### src/rtl/memwb_pkg.sv
// Shared types for the Memory-to-Writeback boundary: bundle layout and skid occupancy states.
package memwb_pkg;

   localparam int unsigned DATA_W_DEF = 32;
   localparam int unsigned RD_W_DEF   = 6;
   localparam int unsigned RSRC_W_DEF = 2;

   typedef struct packed {
      logic                  RegWrite;
      logic [RSRC_W_DEF-1:0] ResultSrc;
      logic [DATA_W_DEF-1:0] ALUOut;
      logic [DATA_W_DEF-1:0] ReadData;
      logic [RD_W_DEF-1:0]   RD;
      logic [DATA_W_DEF-1:0] PCPlus4;
   } memwb_bundle_t;

   typedef enum logic [1:0] {
      EMPTY = 2'd0,
      ONE   = 2'd1,
      TWO   = 2'd2
   } skid_state_e;

   // Flat payload width; field order matches memwb_bundle_t, RegWrite in the MSB.
   function automatic int unsigned bundle_width(input int unsigned data_w,
                                                input int unsigned rd_w,
                                                input int unsigned rsrc_w);
      return 1 + rsrc_w + 3 * data_w + rd_w;
   endfunction

endpackage

### src/rtl/memwb_skid_stage_skid.sv
// Generic 2-entry valid/ready skid buffer; in_ready depends on registered state only.
module skid_buffer
   import memwb_pkg::*;
#(
   parameter int unsigned W = 8
) (
   input  logic         clk,
   input  logic         rst,
   input  logic         flush,
   input  logic         in_valid,
   output logic         in_ready,
   input  logic [W-1:0] in_data,
   output logic         out_valid,
   input  logic         out_ready,
   output logic [W-1:0] out_data
);

   skid_state_e  state;
   skid_state_e  state_next;
   logic [W-1:0] main_q;
   logic [W-1:0] skid_q;
   logic         in_fire;
   logic         out_fire;
   logic         load_main_in;
   logic         load_main_skid;
   logic         load_skid;

   assign out_valid = (state != EMPTY);
   assign in_ready  = (state != TWO);
   assign in_fire   = in_valid & in_ready;
   assign out_fire  = out_valid & out_ready;
   assign out_data  = main_q;

   always_comb begin
      state_next     = state;
      load_main_in   = 1'b0;
      load_main_skid = 1'b0;
      load_skid      = 1'b0;
      // Flush drops both entries and the incoming bundle; payload stays stale.
      if (flush) begin
         state_next = EMPTY;
      end else begin
         unique case (state)
            EMPTY: begin
               if (in_fire) begin
                  load_main_in = 1'b1;
                  state_next   = ONE;
               end
            end
            ONE: begin
               if (in_fire && out_fire) begin
                  load_main_in = 1'b1;
               end else if (out_fire) begin
                  state_next = EMPTY;
               end else if (in_fire) begin
                  load_skid  = 1'b1;
                  state_next = TWO;
               end
            end
            TWO: begin
               if (out_fire) begin
                  load_main_skid = 1'b1;
                  state_next     = ONE;
               end
            end
            default: state_next = EMPTY;
         endcase
      end
   end

   always_ff @(posedge clk) begin
      if (rst) begin
         state  <= EMPTY;
         main_q <= '0;
         skid_q <= '0;
      end else begin
         state <= state_next;
         if (load_main_in) begin
            main_q <= in_data;
         end else if (load_main_skid) begin
            main_q <= skid_q;
         end
         if (load_skid) begin
            skid_q <= in_data;
         end
      end
   end

endmodule

### src/rtl/memwb_skid_stage.sv
// MEM/WB pipeline boundary: packs Memory-stage fields into a skid buffer and gates RegWrite by valid.
module memwb_skid_stage
   import memwb_pkg::*;
#(
   parameter int unsigned DATA_W = 32,
   parameter int unsigned RD_W   = 6,
   parameter int unsigned RSRC_W = 2
) (
   input  logic              clk,
   input  logic              rst,
   input  logic              flush,
   input  logic              in_valid,
   output logic              in_ready,
   input  logic              RegWriteM,
   input  logic [RSRC_W-1:0] ResultSrcM,
   input  logic [DATA_W-1:0] ALUOutM,
   input  logic [DATA_W-1:0] ReadDataM,
   input  logic [RD_W-1:0]   RDM,
   input  logic [DATA_W-1:0] PCPlus4M,
   output logic              out_valid,
   input  logic              out_ready,
   output logic              RegWriteW,
   output logic [RSRC_W-1:0] ResultSrcW,
   output logic [DATA_W-1:0] ALUOutW,
   output logic [DATA_W-1:0] ReadDataW,
   output logic [RD_W-1:0]   RDW,
   output logic [DATA_W-1:0] PCPlus4W
);

   localparam int unsigned W = bundle_width(DATA_W, RD_W, RSRC_W);

   logic [W-1:0] in_data;
   logic [W-1:0] out_data;
   logic         reg_write_head;

   assign in_data = {RegWriteM, ResultSrcM, ALUOutM, ReadDataM, RDM, PCPlus4M};

   skid_buffer #(
      .W(W)
   ) u_skid (
      .clk      (clk),
      .rst      (rst),
      .flush    (flush),
      .in_valid (in_valid),
      .in_ready (in_ready),
      .in_data  (in_data),
      .out_valid(out_valid),
      .out_ready(out_ready),
      .out_data (out_data)
   );

   assign {reg_write_head, ResultSrcW, ALUOutW, ReadDataW, RDW, PCPlus4W} = out_data;

   // Stale head contents after drain or flush must never reach the register file.
   assign RegWriteW = reg_write_head & out_valid;

endmodule

### config.mk
export PLATFORM = sky130hd
export DESIGN_NAME = memwb_skid_stage
export DESIGN_NICKNAME = d
export VERILOG_FILES = /design/src/rtl/memwb_pkg.sv /design/src/rtl/memwb_skid_stage_skid.sv /design/src/rtl/memwb_skid_stage.sv
export SDC_FILE = /design/constraint.sdc
export NUM_CORES = 1
export LEC_CHECK = 0
export ABC_AREA = 1
export BUFFER_PORTS_ARGS = -buffer_cell sky130_fd_sc_hd__buf_2
export CAP_MARGIN = 20
export CORE_UTILIZATION = 55
export DETAILED_ROUTE_END_ITERATION = 8
export MAX_ROUTING_LAYER = met4
export PLACE_DENSITY = 0.88
export SLEW_MARGIN = 15
export SYNTH_ARGS = -nofsm -noshare
export SYNTH_HDL_FRONTEND = slang
export SYNTH_SLANG_ARGS = --single-unit
### constraint.sdc
create_clock -name clk -period 1.9 [get_ports clk]
set_clock_uncertainty 0.05 [all_clocks]
set_input_delay 0.38 -clock clk [delete_from_list [all_inputs] [get_ports clk]]
set_output_delay 0.38 -clock clk [all_outputs]
set_load 0.01 [all_outputs]
# Word level (Yosys, flattened, before mapping)

Index checks and enable logic that the tools add are counted.

Eq/ne operators: 7
Muxes and demuxes: 19
Bitwise gates (word level): 3
Reduce and logical (&&, ||, !) cells: 6

Operator list:

| kind                                                                    | count |
|---|---|
| 105-bit two-way mux                                                     | 2 |
| 1-bit two-way mux                                                       | 10 |
| 2-bit two-way mux                                                       | 5 |
| 2-bit one-hot mux with 3 select lines                                   | 1 |
| 2-bit by 1-bit inequality test with 1-bit output, second input constant | 2 |
| 2-bit inequality test, second input constant                            | 2 |
| 4-bit AND reduction                                                     | 1 |
| 2-bit nonzero test                                                      | 2 |
| 1-bit bitwise AND                                                       | 3 |
| 3-bit by 1-bit inequality test with 1-bit output, second input constant | 1 |
| 2-bit by 1-bit == test with 1-bit output, second input constant         | 1 |
| 2-bit == test, second input constant                                    | 1 |
| 2-bit logical NOT                                                       | 1 |
| 1-bit one-hot mux with 2 select lines                                   | 1 |
| 2-bit OR reduction                                                      | 1 |
| 1-bit logical AND                                                       | 1 |

Register bits after elaboration: 212
Bits of input ports: 110
Output and inout port bits: 107
Word-level logic and storage cells: 38

# Logic depth before layout (Yosys ltp)

Gate-level depths: netlist (run 1).

Word-level depth: 7
Mapped depth: 10
Mapped depth without buffers: 7

# By module

From an unflattened synthesis (run 1), not the netlist that was laid out.

Cells, all modules: 1414
Area, all modules: 9681.8 µm²

By module, submodules not included:

| module           | times used | cells an instance | area each (µm²) | seq. area each (µm²) |
|---|---|---|---|---|
| skid_buffer      | 1          | 1412              | 9674.3          | 4244.1 |
| memwb_skid_stage | 1          | 2                 | 7.5             | 0.0 |

# Least setup slack after synthesis (run 1)

Ideal clock, no wire load.

Path type: input-to-reg
From: input out_ready
To: register u_skid.main_q[100] (netlist: u_skid.out_data[100])
Library setup time: 0.128 ns
Arrival time: 1.354 ns
Data required time: 1.722 ns
Slack: 0.369 ns
Stages on the path: 10
Path buffers: 3
Cells stage by stage: buf_2 > inv_2 > nand2_2 > nand3_1 > nand2_1 > buf_4 > buf_4 > nor2_1 > nor2_1 > nor2_1

Longest elaborated chain between the ends: 6
Elaborated cells on any way between the ends: 10
Classes of those cells: 7 x mux; 1 x bitwise; 2 x reduce/logical

RTL lines:

| what                                                             | RTL line                    | RTL |
|---|---|---|
| start: declaration                                               | memwb_skid_stage.sv:21      | `input logic out_ready,` |
| 1-bit bitwise AND *                                              | memwb_skid_stage_skid.sv:31 | `assign out_fire = out_valid & out_ready;` |
| 1-bit logical AND                                                | memwb_skid_stage_skid.sv:51 | `if (in_fire && out_fire) begin` |
| 1-bit two-way mux                                                | memwb_skid_stage_skid.sv:51 |  |
| 1-bit one-hot mux with 2 select lines                            | memwb_skid_stage_skid.sv:43 | `unique case (state)` |
| 1-bit two-way mux                                                | memwb_skid_stage_skid.sv:40 | `if (flush) begin` |
| 105-bit two-way mux / 2-bit nonzero test (equally long branches) | n/a                         |  |
| end signal: assignment                                           | memwb_skid_stage_skid.sv:79 | `main_q <= in_data;` |
| end signal: assignment                                           | memwb_skid_stage_skid.sv:81 | `main_q <= skid_q;` |
| end: declaration                                                 | memwb_skid_stage_skid.sv:20 | `logic [W-1:0] main_q;` |

Every way passes the cells marked *; elsewhere a longest branch is shown, timed or not.
A chain may end at the register's enable or synchronous reset.

# Worst setup path in the final report (run 1)

From: register u_skid.state[1]
To: output in_ready

Longest elaborated chain between the ends: 1

RTL lines:

| what                     | RTL line                    | RTL |
|---|---|---|
| start: declaration       | memwb_skid_stage_skid.sv:18 | `skid_state_e state;` |
| start signal: assignment | memwb_skid_stage_skid.sv:77 | `state <= state_next;` |
| 2-bit inequality test    | memwb_skid_stage_skid.sv:29 | `assign in_ready = (state != TWO);` |
| end: declaration         | memwb_skid_stage.sv:13      | `output logic in_ready,` |

Every way passes these cells.

==> impl_metrics.csv, run 1 <==
group,metric,value,unit
status,outcome,"completed",
cells_and_area,final_layout_size_suffix_gt1_share,18.27,%
pwr,vdd_drop_max,0.7281,mV
global_routing,antenna_found_initial,7,
logic_synthesis,synth_seq_cells,212,
logic_synthesis,avgSynthCellArea,6.848,um^2
cells_and_area,layout.nets,1664,
logic_synthesis,synth_top_area_cell,"dfxtp_1",
sta,finalCritPeriodShare,93.27,%
setup_path,max_stage_delay,0.40,ns
logic_synthesis,yosysSeqAreaShare,40.80,%
global_routing,globalRouteMet2Util,43.90,%
floorplan,die_w,139.5,um
clock_network,cts.sinks,212,
sta,setup_tns,0,ns
detailed_routing,routed_via_density,5.400,
setup_path,cp.arrival,1.34,ns
logic_synthesis,netlist_area,10400,um^2
sta,worst_pin_slew,0.7205,ns
place,placed_cells,1757,
place,dp_hpwl,15200,um
flow_run,cap_violations,0,
logic_synthesis,synth_top_cells_by_area,"dfxtp_1 41%, nand4_1 13%, nor2_1 12%",
min_path,hold_depth,3,
clock_network,cts_tree,"done",
global_routing,track_usage,26.77,%
pwr,power.leakage,5.183,nW
detailed_routing,routed_wl,25830,um
detailed_routing,drt_iter0_markers,742,
setup_path,cp.required,1.47,ns
setup_path,crit_path_top_delay_cell,"dfxtp_2",
sta,hold_viol,0,
clock_network,clkLatencyLatePin,0.51,ns
logic_synthesis,synth_cell_types,16,
place,place.gp.congestion,0.8230,
sta,max_freq,0.5643,GHz
clock_network,ctsHoldBuffers,0,
floorplan,row_count,49,
global_routing,grt_pass1_wl,42430,um
sta,slew_violations,0,
global_routing,grt_overflow,0,
cells_and_area,nFillCells,1589,
clock_network,path_clk_slew,0.06,ns
place,io_buffer_count,216,
min_path,hold_class,"primary input to flip-flop",
clock_network,cts_max_level,1,
detailed_routing,drc,0,
detailed_routing,wire_per_inst,14.29,um
logic_synthesis,ys_warn_count,0,
clock_network,cts.path.max_buffers,3,
global_routing,grtUsageMet1,32.96,%
sta,setup_viol,0,
global_routing,grt_pass1_vias,8887,
setup_path,reg2regPathDepth,6,
floorplan,start_util,56.94,%
sta,relSlewSlack,51.97,%
logic_synthesis,synth_top_area_share,40.80,%
detailed_routing,routed-via-count,9757,
setup_path,worst-path-max-fanout,5,
pwr,power_density,880.8,nW/um^2
clock_network,numCtsBuffers,24,
setup_path,worstSetupPathType,"flip-flop to output pin",
clock_network,cts_root_buffer,"clkbuf_16",
floorplan,dieArea,19470,um^2
sta,fin_crit,1.772,ns
setup_path,cp-end-kind,"output pin",
logic_synthesis,synth.net_count,1629,
floorplan,fp.coreArea,18270,um^2
detailed_routing,first_pass_iters,5,
global_routing,gr-usage-met3,5.540,%
floorplan,io_pins,217,
sta,grt_setup_unrepaired,"no",
logic_synthesis,syn_inst,1519,
setup_path,crit_chain,"inv_2, nor2_4, inv_1, buf_2",
detailed_routing,ant_nets,0,
cells_and_area,final_cells,1807,
setup_path,crit_path_start_kind,"flip-flop",
global_routing,grt_max_degree,177,
cells_and_area,area_growth,11.75,%
floorplan,die_y,139.5,um
global_routing,grt_most_used_layer,"met2",
==> Yosys cell counts, drive strengths merged <==
cell / count
nor2: 321
inv: 218
dfxtp: 212
nand4: 212
buf: 141
nand2: 110
a21oi: 106
o21ai: 105
clkbuf: 88
nand3: 5
clkinv: 1
==> sequential cells by signal, summed over array words and instances, names as in the netlist <==
name,flops
u_skid.state,2
u_skid.skid_q,105
u_skid.out_data,105
==> metrics by stage <==
stage	hold WS [ns]	setup slack [ns]	utilization [%]	power, mW	cell area (um^2)
after global routing	0.1132	0.08768	63.63	10.63	11620
final	0.1117	0.1279	63.63	10.24	11620
after floorplan	0.3743	0.3686	-	5.515	10400
after CTS	0.1008	0.02105	63.52	10.31	11600
after global placement	0.3798	0.2512	59.26	5.778	10830
after detailed placement	0.3843	0.1817	59.26	5.806	10830
==> power breakdown <==
part	switching, mW	internal [mW]	leakage (nW)
combinational	0.681	0.385	3.07
sequential	0.0694	4.59	1.72
clock	1.79	2.73	0.391
==> cell families (layout without fill, tap and decap cells) <==
group                  count (synthesis)  count (layout)  share of synthesized area [%]
AO/OA/AOI/OAI                        211             211                          10.15
buffers and inverters                448             500                          20.44
flip-flops                           212             212                          40.80
other                                  0               7                              0
AND/OR/NAND/NOR                      648             648                          28.61
==> what timing repair did <==
action	in CTS	in global routing
buffers inserted	0	0
setup endpoints to repair	0	6
resized for setup	0	4
==> layout by cell type (no fill, tap or decap), drive strengths merged <==
cell type  count
a21oi        106
clkinv         7
o21ai        105
inv          219
nand3          5
dfxtp        212
diode          7
buf          238
nor2         321
clkbuf        35
nand4        212
bufinv         1
nand2        110
==> metal layers <==
metal	part of all wire [%]	vias to the layer above	routed length, um
met5	0	-	0
met4	1.7	0	442
met3	9.0	40	2335
met2	47	390	12040
met1	43	4444	11010
li1	-	4883	-
==> worst paths after layout <==
| path | from | to | slack [ns] |
|---|---|---|---|
| setup / recovery | u_skid.state[1] | in_ready | 0.13 |
| hold / removal | in_valid | u_skid.state[1] | 0.11 |
| setup reg to reg | u_skid.state[0] | u_skid.skid_q[63] | 0.24 |
| hold reg to reg | u_skid.skid_q[51] | u_skid.skid_q[51] | 0.39 |
==> critical path, delay by kind of cell (launching register included) <==
kind	cells	cell delay, ns
and+or+nand+nor	1	0.14
buffers and inverters	3	0.30
DFF	1	0.40
==> area by class of cell <==
class	instances	area (um^2)	share of cell area, %
antenna	7	17.52	0.1507
tap	229	286.5	2.465
timing repair buffer	238	1401	12.05
clock inverter	8	65.06	0.5597
multi-input combinational	859	4068	34.99
inverter	219	827.0	7.114
sequential	212	4247	36.53
clock buffer	35	713.2	6.135
(Power assumes the default switching activity.)
==> run 2, diff against run 1 <==
--- a/config.mk
+++ b/config.mk
@@ -8,11 +8,12 @@
 export ABC_AREA = 1
 export BUFFER_PORTS_ARGS = -buffer_cell sky130_fd_sc_hd__buf_2
 export CAP_MARGIN = 20
-export CORE_UTILIZATION = 55
+export CORE_UTILIZATION = 54
 export DETAILED_ROUTE_END_ITERATION = 8
 export MAX_ROUTING_LAYER = met4
 export PLACE_DENSITY = 0.88
 export SLEW_MARGIN = 15
 export SYNTH_ARGS = -nofsm -noshare
 export SYNTH_HDL_FRONTEND = slang
+export SYNTH_HIERARCHICAL = 1
 export SYNTH_SLANG_ARGS = --single-unit
==> run 2 against run 1 <==
Wire length increased by 1.5%. Cell count decreased by 0.44%. Combinational power about the same. Flip-flop and latch count unchanged. Critical endpoint unchanged.
==> impl_metrics.csv, run 2 <==
group,metric,value,unit
sta,slew_violations,0,
cells_and_area,final_common_cell,"nor2_1",
logic_synthesis,netlist_area,9682,um^2
sta,finalCritPeriodShare,95.42,%
sta,setup_tns,0,ns
clock_network,cts_max_level,1,
floorplan,io_pins,217,
clock_network,path_clk_slew,0.06,ns
clock_network,clkLatencyLatePin,0.50,ns
floorplan,start_util,55.59,%
clock_network,cts.sinks,212,
detailed_routing,routed-via-count,9925,
logic_synthesis,synth_top_area_cell,"dfxtp_1",
status,outcome,"completed",
logic_synthesis,synth_common_cells,"318 x nor2_1, 218 x inv_1, 212 x dfxtp_1",
sta,relSlewSlack,49.06,%
pwr,p_switching,2.527,mW
place,dp_hpwl,16040,um
global_routing,grt_max_degree,106,
detailed_routing,ant_nets,0,
detailed_routing,first_pass_iters,6,
logic_synthesis,synth.net_count,1524,
detailed_routing,routed_wl,26200,um
min_path,hold_class,"primary input to flip-flop",
detailed_routing,routed_via_density,5.517,
pwr,p_seq_share,45.5,%
clock_network,cts_resized,0,
pwr,pwr-share-comb,10.7,%
pwr,vdd_drop_max,0.6539,mV
cells_and_area,final_layout_size_suffix_gt1_share,18.31,%
logic_synthesis,synth_top_cells_by_area,"dfxtp_1 44%, nand4_1 14%, nor2_1 12%",
sta,worst_pin_slew,0.7641,ns
pwr,power_density,875.6,nW/um^2
setup_path,cp.required,1.47,ns
sta,fin_crit,1.813,ns
logic_synthesis,async_reset_ff_share,0,%
cells_and_area,final_util,67.19,%
logic_synthesis,syn_inst,1414,
sta,max_freq,0.5516,GHz
detailed_routing,drt_iter0_markers,847,
pwr,power.internal,7.720,mW
detailed_routing,drc,0,
floorplan,dieArea,18470,um^2
logic_synthesis,ys_dominant_reg_cell,"dfxtp_1",
setup_path,worstSetupPathType,"flip-flop to output pin",
logic_synthesis,ys_warn_count,6,
clock_network,ctsHoldBuffers,0,
logic_synthesis,synth_top_area_share,43.84,%
logic_synthesis,synthMostInstantiatedCell,"nor2_1",
logic_synthesis,synth-edff-count,0,
sta,hold_viol,0,
floorplan,die_y,135.9,um
sta,setup_viol,0,
clock_network,cts_tree,"done",
clock_network,cts_root_buffer,"clkbuf_16",
cells_and_area,nFillCells,1473,
clock_network,cts.path.max_buffers,3,
min_path,hold_depth,3,
sta,grt_setup_unrepaired,"no",
setup_path,cp-end-kind,"output pin",
logic_synthesis,yosysSeqAreaShare,43.84,%
logic_synthesis,synth_cell_types,20,
setup_path,crit_path_start_kind,"flip-flop",
floorplan,die_w,135.9,um
logic_synthesis,avgSynthCellArea,6.847,um^2
pwr,p_sw_share,24.66,%
floorplan,fp.coreArea,17420,um^2
global_routing,grt_overflow,0,
setup_path,reg2regPathDepth,6,
global_routing,grt_pass1_vias,8908,
cells_and_area,layout.nets,1667,
place,place.gp.congestion,0.8120,
place,io_buffer_count,216,
setup_path,cp.arrival,1.38,ns
floorplan,row_count,48,
pwr,power.leakage,5.224,nW
global_routing,track_usage,28.12,%
pwr,clockPowerShare,43.8,%
setup_path,worst-path-max-fanout,4,
clock_network,numCtsBuffers,23,
flow_run,cap_violations,0,
global_routing,grt_pass1_wl,41540,um
logic_synthesis,synth_seq_cells,212,
detailed_routing,wire_per_inst,14.56,um
cells_and_area,area_growth,20.87,%
cells_and_area,mostFrequentLayoutCells,"318 x nor2_1, 217 x inv_1, 214 x buf_2",
global_routing,antenna_found_initial,1,
## run 2: cell count changes in the layout (fill, tap and decap cells not counted), sizes merged, moves of 2 or more
cell,delta
buf,+5
diode,-6
clkinv,-4
nand3,-2
inv,+2
## run 2: power groups by stage
stage	Clock [mW]	Sequential [mW]	Combinational, mW
after CTS	4.57	4.66	1.09
after detailed placement	0	4.76	1.08
after global routing	4.76	4.67	1.21
after floorplan	0	4.80	0.597
final	4.49	4.66	1.10
after global placement	0	4.75	1.06
## run 2: logic make-up after synthesis
| kind of cell | Yosys count | synth area share (%) |
|---|---|---|
| and+or+nand+nor | 646 | 30.74 |
| buffers and inverters | 345 | 14.47 |
| DFF | 212 | 43.84 |
| AOI/OAI and AO/OA | 211 | 10.95 |
## run 2: worst paths after layout
check	from	endpoint	slack (ns)
max	u_skid/state[1]	in_ready	0.09
min	ALUOutM[5]	u_skid/skid_q[75]	0.11
max reg2reg	u_skid/state[0]	u_skid/skid_q[67]	0.18
min reg2reg	u_skid/skid_q[13]	u_skid/skid_q[13]	0.39
## run 2: routing by layer
metal	global-route usage, %	up-vias	share of wire [%]
met4	13.77	0	4.2
met2	46.71	437	49
li1	-	4880	-
met5	-	-	0
met1	33.17	4524	40
met3	4.251	84	6.9
## run 2: final cells by class
type | count | area (um^2) | share of cell area, %
Sequential cell | 212 | 4244 | 36.27
Multi-Input combinational cell | 857 | 4061 | 34.71
Timing Repair Buffer | 243 | 1514 | 12.94
Inverter | 220 | 830.8 | 7.099
Clock buffer | 34 | 676.9 | 5.784
Tap cell | 225 | 281.5 | 2.406
Clock inverter | 7 | 91.34 | 0.7805
Antenna cell | 1 | 2.502 | 0.02138
## run 2: stage by stage
stage / total power, mW / instance area [um^2] / setup slack [ns] / hold slack [ns] / std cells
2_1_floorplan: 5.395 / 9682 / 0.4613 / 0.3738 / 1414
5_1_grt: 10.65 / 11700 / 0.004481 / 0.1052 / 1799
3_5_place_dp: 5.838 / 10920 / 0.2297 / 0.3842 / 1756
4_1_cts: 10.33 / 11700 / 0.07113 / 0.09392 / 1798
6_report: 10.25 / 11700 / 0.08707 / 0.1107 / 1799
3_3_place_gp: 5.810 / 10920 / 0.2537 / 0.3800 / 1756
## run 2: repair_timing
action / in CTS / in global routing
endpoints found under the hold margin: 0 / 0
endpoints found under the setup margin: 1 / 0
setup buffers: 1 / 0
## run 2: critical path: stages (launching register included)
cell	delay, ns
dfxtp_1	0.43
inv_2	0.08
nor2_4	0.18
inv_1	0.06
buf_2	0.13
==> run 3, diff against run 2 <==
--- a/config.mk
+++ b/config.mk
@@ -5,13 +5,12 @@
 export SDC_FILE = /design/constraint.sdc
 export NUM_CORES = 1
 export LEC_CHECK = 0
-export ABC_AREA = 1
 export BUFFER_PORTS_ARGS = -buffer_cell sky130_fd_sc_hd__buf_2
 export CAP_MARGIN = 20
-export CORE_UTILIZATION = 54
+export CORE_UTILIZATION = 52
 export DETAILED_ROUTE_END_ITERATION = 8
 export MAX_ROUTING_LAYER = met4
-export PLACE_DENSITY = 0.88
+export PLACE_DENSITY = 0.87
 export SLEW_MARGIN = 15
 export SYNTH_ARGS = -nofsm -noshare
 export SYNTH_HDL_FRONTEND = slang
==> run 3 against run 2 <==
Clock power is 11% lower. Cell count is 30% lower. Global-route usage is 0.16 points higher. Worst setup slack worse by 0.0067 ns. Via count is 21% lower. Core utilization is 0.94 points lower. Flip-flop and latch count stayed put. Hold slack worse by 0.044 ns. Power is 7.4% lower. Non-clock buffer count is 5 higher. Synthesized area is 15% lower. Maximum frequency is 0.37% lower. Largest cell class unchanged.
==> impl_metrics.csv, run 3 <==
group,metric,value,unit
cells_and_area,antenna_cells,0,
min_path,hold_depth,2,
sta,holdWs,0.06680,ns
min_path,min_delay_worst_endpoint,"u_skid/out_data[27]",
pwr,power_density,934.8,nW/um^2
floorplan,row_count,45,
logic_synthesis,ys_dominant_reg_cell,"dfxtp_1",
place,postPlaceCellArea,9463,um^2
cells_and_area,multiInputGateArea,3512,um^2
logic_synthesis,syn_inst,864,
logic_synthesis,ys_warn_count,6,
flow_run,cap_violations,0,
sta,finalCritPeriodShare,95.77,%
setup_path,crit_path_top_delay_cell,"dfxtp_4",
detailed_routing,ant_nets,0,
logic_synthesis,synth.net_count,974,
sta,hold_viol,0,
global_routing,grt_max_degree,106,
sta,grt_setup_unrepaired,"no",
sta,worst_pin_slew,0.4979,ns
place,dp_hpwl,13760,um
setup_path,worstSetupPathType,"flip-flop to output pin",
logic_synthesis,synth_cell_types,26,
pwr,fin_total_pwr,9.485,mW
floorplan,die_y,127.7,um
floorplan,io_pins,217,
clock_network,cts_max_level,1,
detailed_routing,routed_wl,22970,um
setup_path,reg2reg_slack,0.10,ns
logic_synthesis,synth_top_area_share,51.68,%
clock_network,numCtsBuffers,21,
logic_synthesis,synthMostInstantiatedCell,"dfxtp_1",
logic_synthesis,avgSynthCellArea,9.506,um^2
setup_path,reg2regPathDepth,6,
detailed_routing,drc,0,
logic_synthesis,netlist_area,8213,um^2
floorplan,fp.coreArea,15310,um^2
setup_path,r2r-start,"u_skid/state[0]",
cells_and_area,final_common_cell,"buf_2",
cells_and_area,area_growth,23.54,%
min_path,hold_class,"primary input to flip-flop",
setup_path,cp.arrival,1.39,ns
cells_and_area,mostFrequentLayoutCells,"215 x buf_2, 210 x dfxtp_1, 106 x a21oi_1",
setup_path,cp.required,1.47,ns
setup_path,crit_path_start_kind,"flip-flop",
logic_synthesis,synth_common_cells,"212 x dfxtp_1, 106 x a21oi_1, 106 x and3_1",
clock_network,path_clk_slew,0.06,ns
detailed_routing,routed-via-count,7840,
detailed_routing,routed_via_density,6.252,
logic_synthesis,synth_top_area_cell,"dfxtp_1",
pwr,vdd_drop_max,0.6236,mV
status,outcome,"completed",
cells_and_area,nFillCells,1232,
logic_synthesis,synth_seq_cells,212,
detailed_routing,drt_iter0_markers,731,
floorplan,start_util,53.63,%
global_routing,grt_pass1_vias,7391,
sta,setup_viol,0,
setup_path,cpLargestDelayFamily,"simple AND/OR/NAND/NOR gates",
logic_synthesis,async_reset_ff_share,0,%
cells_and_area,layout.nets,1139,
global_routing,track_usage,28.28,%
cells_and_area,seqCellArea,4249,um^2
global_routing,antenna_found_initial,0,
logic_synthesis,synth_top_cells_by_area,"dfxtp_1 52%, a221o_1 13%, and3_1 8.1%",
pwr,power.leakage,4.507,nW
floorplan,dieArea,16300,um^2
clock_network,cts_root_buffer,"clkbuf_16",
setup_path,worst-path-max-fanout,4,
clock_network,clkLatencyLatePin,0.49,ns
place,place.gp.congestion,0.8424,
logic_synthesis,synth-edff-count,0,
global_routing,grt_overflow,0,
setup_path,crit_buf_inv,1,
cells_and_area,design_area,10150,um^2
detailed_routing,first_pass_iters,5,
sta,setup_tns,0,ns
cells_and_area,final_layout_size_suffix_gt1_share,28.09,%
sta,max_freq,0.5496,GHz
floorplan,die_w,127.7,um
setup_path,r2r_end,"u_skid/out_data[69]",
sta,fin_crit,1.820,ns
detailed_routing,wire_per_inst,18.32,um
sta,slew_violations,0,
logic_synthesis,yosysSeqAreaShare,51.68,%
min_path,worstHoldStart,"PCPlus4M[27]",
clock_network,cts_tree,"done",
global_routing,grt_pass1_wl,36880,um
clock_network,ctsHoldBuffers,0,
setup_path,cp-end-kind,"output pin",
clock_network,cts.sinks,212,
clock_network,cts.path.max_buffers,3,
setup_path,max_stage_delay,0.36,ns
place,io_buffer_count,216,
sta,relSlewSlack,66.81,%
setup_path,crit_chain,"or2_4, and2_1, buf_2",
setup_path,crit_cells,3,
## run 3: changes by cell type in the layout (fill, tap and decap cells not counted), sizes merged, moves of 2 or more
cell / delta
nand2: -109
clkinv: +3
nor2: -318
nand4: -211
nor4bb: +2
and3: +106
buf: +5
clkbuf: -3
nand2b: +2
a221o: +105
inv: -220
nand3: +102
bufinv: -2
## run 3: cells by family (layout without fill, tap and decap cells)
family	count (synthesis)	after routing	synth area share [%]
compound gates	319	319	26.04
simple gates	225	225	15.89
flops	212	212	51.68
buf+inv	107	286	6.277
mux	1	1	0.1219
## run 3: metal layers
metal / wire length [um] / part of all wire [%] / GRT usage [%] / up-vias
li1: - / - / - / 3608
met1: 9397 / 41 / 36.25 / 3744
met2: 10900 / 47 / 44.94 / 418
met3: 1952 / 8.5 / 4.716 / 70
met4: 728 / 3.2 / 10.73 / 0
met5: 0 / 0 / - / -
## run 3: what timing repair did
item	in CTS	in global routing
pin swaps	1	0
endpoints found under the setup margin	2	39
buffers inserted	1	0
resized for setup	3	2
## run 3: power by group
group          total, mW  internal (mW)  switching (mW)
registers           4.66           4.58          0.0786
logic              0.824          0.337           0.487
clock network       4.00           2.31            1.70
total               9.48           7.22            2.26
## run 3: worst max path at each step
stage	from	end
after floorplan	rst	u_skid/out_data[28]
final	u_skid/state[0]	RegWriteW
after global routing	u_skid/state[0]	u_skid/out_data[68]
after CTS	u_skid/state[0]	u_skid/out_data[69]
after global placement	out_ready	u_skid/out_data[35]
after detailed placement	out_ready	u_skid/out_data[69]
## run 3: cell type report
type	count	area share (%)
inverters	1	0.04933
flip-flops and latches	212	41.88
clock inverters	6	0.3330
multi-input cells	545	34.62
repair buffers	248	14.28
well taps	211	2.602
clock buffers	31	6.240
## run 3: worst register-to-register path: stages (launching register included)
cell and delay (ns):
dfxtp_4 0.36, buf_4 0.17, nor4bb_4 0.35, a311oi_4 0.10, buf_4 0.19, buf_4 0.16
a221o_1 0.31
## run 3: stage by stage
stage	worst slack, ns	cells	utilization (%)
2_1_floorplan	0.2293	864	-
3_3_place_gp	0.05808	1217	61.79
3_5_place_dp	-0.01720	1217	61.79
4_1_cts	0.02794	1254	66.18
5_1_grt	0.02621	1254	66.25
6_report	0.08036	1254	66.25
